### src/rtl/pe_pad_ctrl_pkg.sv
// rtl/pe_pad_ctrl_pkg.sv - shared types and widths for the PE pad sequencer
package pe_pad_ctrl_pkg;

  localparam int CONF_DWD  = 4;  // IFLen, PopU, Tm field width
  localparam int PCONF_DWD = 3;  // Pch field width
  localparam int TW_WD     = 6;  // Tw, Th field width

  typedef enum logic [3:0] {
    ST_IDLE  = 4'd0,
    ST_CLR   = 4'd1,
    ST_START = 4'd2,
    ST_RUN   = 4'd3,
    ST_POP   = 4'd4,
    ST_ROW   = 4'd5,
    ST_DONE  = 4'd6
  } pe_ctrl_state_e;

  // All fields hold count-1
  typedef struct packed {
    logic [CONF_DWD-1:0]  iflen;
    logic [CONF_DWD-1:0]  popu;
    logic [PCONF_DWD-1:0] pch;
    logic [CONF_DWD-1:0]  tm;
    logic [TW_WD-1:0]     tw;
    logic [TW_WD-1:0]     th;
  } pe_tile_cfg_t;

endpackage

### src/rtl/pe_loop_cnt.sv
// rtl/pe_loop_cnt.sv - wrapping loop counter, wraps to 0 after reaching i_max
module pe_loop_cnt #(
  parameter int W = 4
) (
  input  logic         i_clk,
  input  logic         i_rstn,
  input  logic         i_clr,
  input  logic         i_inc,
  input  logic [W-1:0] i_max,
  output logic         o_wrap
);

  logic [W-1:0] cnt_q, cnt_d;

  // Wrap is flagged on the increment that leaves the terminal count
  assign o_wrap = i_inc && (cnt_q == i_max);

  // Next count: clear wins over increment
  always_comb begin
    cnt_d = cnt_q;
    if (i_clr) begin
      cnt_d = '0;
    end else if (i_inc) begin
      cnt_d = (cnt_q == i_max) ? '0 : cnt_q + 1'b1;
    end
  end

  // Count register
  always_ff @(posedge i_clk or negedge i_rstn) begin
    if (!i_rstn) cnt_q <= '0;
    else         cnt_q <= cnt_d;
  end

endmodule

### src/rtl/pe_pad_ctrl.sv
// rtl/pe_pad_ctrl.sv - per-PE IFPAD/WPAD sequencer (optional abort: PE_CTRL_ABORT_EN)
module pe_pad_ctrl
  import pe_pad_ctrl_pkg::*;
(
  input  logic                 i_clk,
  input  logic                 i_rstn,
`ifdef PE_CTRL_ABORT_EN
  input  logic                 i_abort,
`endif
  input  logic                 cfg_valid,
  output logic                 cfg_ready,
  input  logic [CONF_DWD-1:0]  cfg_iflen,
  input  logic [CONF_DWD-1:0]  cfg_popu,
  input  logic [CONF_DWD-1:0]  cfg_tm,
  input  logic [PCONF_DWD-1:0] cfg_pch,
  input  logic [TW_WD-1:0]     cfg_tw,
  input  logic [TW_WD-1:0]     cfg_th,
  input  logic                 mac_fire,
  input  logic                 psum_stall,
  output logic [CONF_DWD-1:0]  o_iflen,
  output logic [CONF_DWD-1:0]  o_popu,
  output logic [PCONF_DWD-1:0] o_pch,
  output logic                 o_pop,
  output logic                 o_nxtrow,
  output logic                 o_nxtwrow,
  output logic                 o_start,
  output logic                 o_reset,
  output logic                 o_done,
  output logic                 o_stall,
  output logic                 o_busy
);

  pe_ctrl_state_e state_q, state_d;
  pe_tile_cfg_t   cfg_q, cfg_d;

  logic run_fire, cnt_clr;
  logic k_wrap, m_wrap, w_wrap, r_wrap;
  logic abort_req, clr_to_idle;

`ifdef PE_CTRL_ABORT_EN
  logic abort_q, abort_d;

  assign abort_req   = i_abort && (state_q != ST_IDLE) && (state_q != ST_CLR);
  assign clr_to_idle = abort_q;

  // Remember that the current CLR pass came from an abort
  always_comb begin
    abort_d = abort_q;
    if (abort_req)                abort_d = 1'b1;
    else if (state_q == ST_CLR)   abort_d = 1'b0;
  end

  // Abort flag register
  always_ff @(posedge i_clk or negedge i_rstn) begin
    if (!i_rstn) abort_q <= 1'b0;
    else         abort_q <= abort_d;
  end
`else
  assign abort_req   = 1'b0;
  assign clr_to_idle = 1'b0;
`endif

  // Only unstalled fires in RUN advance the loop nest
  assign run_fire = (state_q == ST_RUN) && mac_fire && !psum_stall;
  assign cnt_clr  = (state_q == ST_IDLE) || (state_q == ST_CLR);

  pe_loop_cnt #(.W(CONF_DWD)) u_k_cnt (
    .i_clk (i_clk), .i_rstn (i_rstn), .i_clr (cnt_clr),
    .i_inc (run_fire), .i_max (cfg_q.iflen), .o_wrap (k_wrap)
  );

  pe_loop_cnt #(.W(CONF_DWD)) u_m_cnt (
    .i_clk (i_clk), .i_rstn (i_rstn), .i_clr (cnt_clr),
    .i_inc (k_wrap), .i_max (cfg_q.tm), .o_wrap (m_wrap)
  );

  pe_loop_cnt #(.W(TW_WD)) u_w_cnt (
    .i_clk (i_clk), .i_rstn (i_rstn), .i_clr (cnt_clr),
    .i_inc (state_q == ST_POP), .i_max (cfg_q.tw), .o_wrap (w_wrap)
  );

  pe_loop_cnt #(.W(TW_WD)) u_r_cnt (
    .i_clk (i_clk), .i_rstn (i_rstn), .i_clr (cnt_clr),
    .i_inc (state_q == ST_ROW), .i_max (cfg_q.th), .o_wrap (r_wrap)
  );

  // Next-state and config latch; abort overrides any natural transition
  always_comb begin
    state_d = state_q;
    cfg_d   = cfg_q;
    case (state_q)
      ST_IDLE: begin
        if (cfg_valid) begin
          cfg_d.iflen = cfg_iflen;
          cfg_d.popu  = cfg_popu;
          cfg_d.pch   = cfg_pch;
          cfg_d.tm    = cfg_tm;
          cfg_d.tw    = cfg_tw;
          cfg_d.th    = cfg_th;
          state_d     = ST_CLR;
        end
      end
      ST_CLR:   state_d = clr_to_idle ? ST_IDLE : ST_START;
      ST_START: state_d = ST_RUN;
      ST_RUN:   if (m_wrap) state_d = ST_POP;
      ST_POP:   state_d = w_wrap ? ST_ROW : ST_RUN;
      ST_ROW:   state_d = r_wrap ? ST_DONE : ST_RUN;
      ST_DONE:  state_d = ST_IDLE;
      default:  state_d = ST_IDLE;
    endcase
    if (abort_req) state_d = ST_CLR;
  end

  // State and latched config registers
  always_ff @(posedge i_clk or negedge i_rstn) begin
    if (!i_rstn) begin
      state_q <= ST_IDLE;
      cfg_q   <= '0;
    end else begin
      state_q <= state_d;
      cfg_q   <= cfg_d;
    end
  end

  assign cfg_ready = (state_q == ST_IDLE);
  assign o_busy    = (state_q != ST_IDLE);
  assign o_reset   = (state_q == ST_CLR);
  assign o_start   = (state_q == ST_START);
  assign o_pop     = (state_q == ST_POP);
  assign o_nxtrow  = (state_q == ST_ROW);
  assign o_nxtwrow = (state_q == ST_ROW);
  assign o_done    = (state_q == ST_DONE);
  // Pads are frozen throughout a tile except in unstalled RUN cycles
  assign o_stall   = o_busy && ((state_q != ST_RUN) || psum_stall);
  assign o_iflen   = cfg_q.iflen;
  assign o_popu    = cfg_q.popu;
  assign o_pch     = cfg_q.pch;

endmodule
### config.mk
export PLATFORM = sky130hd
export DESIGN_NAME = pe_pad_ctrl
export DESIGN_NICKNAME = d
export VERILOG_FILES = /design/src/rtl/pe_pad_ctrl_pkg.sv /design/src/rtl/pe_loop_cnt.sv /design/src/rtl/pe_pad_ctrl.sv
export SDC_FILE = /design/constraint.sdc
export NUM_CORES = 1
export LEC_CHECK = 0
export CAP_MARGIN = 20
export CORE_MARGIN = 5
export CORE_UTILIZATION = 52
export CTS_CLUSTER_DIAMETER = 30
export CTS_CLUSTER_SIZE = 16
export DETAILED_ROUTE_END_ITERATION = 12
export GPL_TIMING_DRIVEN = 0
export PLACE_DENSITY_LB_ADDON = 0.2
export REMOVE_ABC_BUFFERS = 1
export SETUP_SLACK_MARGIN = 0.05
export SLEW_MARGIN = 0
export SYNTH_ARGS = -nofsm -noshare
export SYNTH_HDL_FRONTEND = slang
export SYNTH_SLANG_ARGS = --single-unit
export TNS_END_PERCENT = 5
### constraint.sdc
create_clock -name i_clk -period 2.1 [get_ports i_clk]
set_clock_uncertainty 0.1 [all_clocks]
set_input_delay 0.42 -clock i_clk [delete_from_list [all_inputs] [get_ports i_clk]]
set_output_delay 0.42 -clock i_clk [all_outputs]
set_load 0.1 [all_outputs]
==> impl_results.md <==
* Status: complete, but fails checks
* Failing checks: negative hold slack
* Top_reg_cell synth: dfrtp_1
* DRC at 0
* Nets at 326
* Final Cell Area at around 3300 um^2
* Top cell type's share of synthesized area at 0.474
* Maximum VDD drop at roughly 350 uV
* Depth of the most critical reg-to-reg path at 4
* H-tree Lvls at 2
* Port Buffer Count at 51
* CP max stage delay at 430 ps
* Largest net degree at the start of global routing at 28
* Avg Cell Area, Syn at around 11 um^2
* DRT Pass-1 Iters at 4
* Clk_lat worst skew at about 310 ps
* Post-place setup slack at -754 ps
* Leak pwr at roughly 1.4 nW
* Via/cell ratio at ~5.4
* Dominant cells by area after synthesis: dfrtp_1 47%, mux2_2 12%, xnor2_1 7.3%, buf_4 4.3%, nand2_1 2.7%
* Critical path fanouts, max at 6
* Commonest cells post-synth: 50 x dfrtp_1, 27 x mux2_2, 22 x xnor2_1
* Clk sinks at 50
* Max Slew Vio Count at 0
* Overall power at 0.00188 W
* RSZ-0062 raised after global routing: true
* Antenna violations before repair at 0
* Row count at 26
* Power per cell area at between 500 and 600 nW/um^2
* Cell Chain, Critical Path: buf_4 > or3b_4 > inv_4 > buf_12
* Antenna Cells at 0
* Flip-flop and latch area at 1250 um^2
* Average wire per standard cell at 14.9 um
* Area Overhead vs Synth at 24.8%
* CP Launch Type: flop
* Hold/Removal Path Class: input port to async pin
* Worst reg2reg path startpoint: state_q[2]
* Maximum clock insertion buffer count at 2
* RePlAce Congestion at approximately 0.8
* CP endpoint kind: primary output
* Post-synth EDFFs at 0
* I/O pin total at between 50 and 60
* Vias in the first global route at 1908
* Period utilization at 0.987
* Fmax at between 400 and 500 MHz
* Most common cell in the netlist: dfrtp_1
* Core Area at 5010 um^2
* DR vias at just under 2000
* Fill cell count at about 430
* Min Tclk post-route at around 2100 ps
* HPWL Detailed at between 3 and 4 mm
* Post-synth top area cell: dfrtp_1
* All-Layer GR Usage at 0.174
* Setup slack after layout at about 28 ps
* Worst path slowest cell: dfrtp_2
* Initial DRC Count at approximately 120
* Total gr overflow at 0
* Relative slew slack at 0.370
* Cells after Synth at around 240
* Async S/R FF share, synth at 1.00
* Hold WS at -9.34 ps
* Final hold vios at 19
* Die area at roughly 6600 um^2
* Die W at between 80 and 90 um
* Register area share after synthesis at 0.474
* Initial Util at 0.527
* #FFs+latches synth at 50
* Cell at the root of the clock tree: clkbuf_8
* Ratio of cells with drive above 1 in the final layout at 0.251
* Arrival @ worst endpoint at about 1600 ps
* Placed cell areas at around 3100 um^2
* Hold-fix buffer count after cts at 0
* Worst Setup Path Type: flop to primary output
* Footprint of the multi-input gates at 1230 um^2
* CTS clk-pin slew, worst paths at ~90 ps
* Mapped Area at approximately 2600 um^2
* CTS tree: done
* Number of library cell types mapped by synthesis at 45
* Max-cap violation count at 0
* Setup tns final at 0 ps
* Final setup fails at 0
* Number of routed nets with antenna violations at 0
* Reg2reg end: o_iflen[0]
* Reg-to-reg slack, setup at ~60 ps
* First-pass GRT wire length at roughly 8.8 mm
* Synth warnings at 0
* Measured slew at the worst slew-check pin at between 900 and 1000 ps
* Routed WL at 5.38 mm
* Cts bufs inserted at 5
* Die height at 81.2 um
* CP Data Required Time at around 1600 ps
==> per-stage QoR <==
step	std cells	util
after floorplan	224	-
after global placement	345	0.618
after detailed placement	347	0.626
after CTS	358	0.649
after global routing	361	0.657
final	361	0.657
==> timing repair <==
action,4_1_cts,5_1_grt
setup buffers,3,3
gates resized for setup,85,23
endpoints found under the setup margin,47,30
==> per-layer routing <==
layer / wire (um) / up-vias / track usage
met1: 2380 / 942 / 0.223
met4: 86 / 0 / 0.0709
met2: 2510 / 69 / 0.274
met3: 404 / 9 / 0.0543
li1: - / 943 / -
met5: 0 / - / 0
==> layout by cell type, fill, tap and decap left out, types with 3 or more instances in the layout <==
cell type,n
nand4_1,7
clkdlybuf4s50_1,30
o21ai_0,13
o211ai_1,3
buf_4,8
xor2_1,3
clkdlybuf4s15_1,3
dfrtp_1,47
xnor2_1,22
nor3_1,8
nand2b_1,3
mux2_2,27
nand3_1,8
clkdlybuf4s15_2,4
a31oi_1,3
clkbuf_8,6
ha_1,4
buf_6,5
nor2_1,8
dfrtp_2,3
nand2_1,19
inv_1,8
clkbuf_2,5
==> state kept, by name, indices dropped and copies added, names as in the netlist <==
signal         count
o_iflen            4
u_k_cnt.cnt_q      4
u_m_cnt.cnt_q      4
state_q            3
cfg_q             16
u_r_cnt.cnt_q      6
o_pch              3
u_w_cnt.cnt_q      6
o_popu             4
==> critical path: cells and delay by family (launching register included) <==
kind | cells | cell delay, ps
and+or+nand+nor | 1 | 400
buffers and inverters | 3 | 410
DFF | 1 | 430
==> report_power, final <==
| part | total (W) | internal [W] | switching (W) |
|---|---|---|---|
| combinational | 0.000233 | 0.000133 | 0.0000998 |
| clock | 0.000589 | 0.000267 | 0.000322 |
| sequential | 0.00106 | 0.00100 | 0.0000523 |
| total | 0.00188 | 0.00140 | 0.000475 |
==> area by class of cell <==
class / instances / area share
flip-flops and latches: 50 / 0.381
clock buffers: 7 / 0.0262
multi-input cells: 165 / 0.374
well taps: 70 / 0.0266
inverters: 9 / 0.0110
clock inverters: 1 / 0.00152
repair buffers: 59 / 0.179
==> worst max path at each step <==
stage | from | to | slack, ps | cells after the start
after floorplan | state_q[1] | o_busy | -1450 | 3
after global placement | i_rstn | cfg_q[1] | -990 | 1
after detailed placement | psum_stall | o_stall | -750 | 4
after CTS | state_q[2] | o_busy | -80 | 4
after global routing | state_q[1] | cfg_q[14] | -30 | 4
final | state_q[2] | o_pop | 30 | 4
==> cell families after synthesis <==
family | Yosys count | share of synthesized area
and+or+nand+nor | 73 | 0.151
buffers and inverters | 29 | 0.0669
muxes | 28 | 0.119
DFF | 50 | 0.474
adders and majority gates | 4 | 0.0190
xor gates and xnor gates | 25 | 0.0830
AOI/OAI and AO/OA | 35 | 0.0868
(Power assumes the default switching activity.)
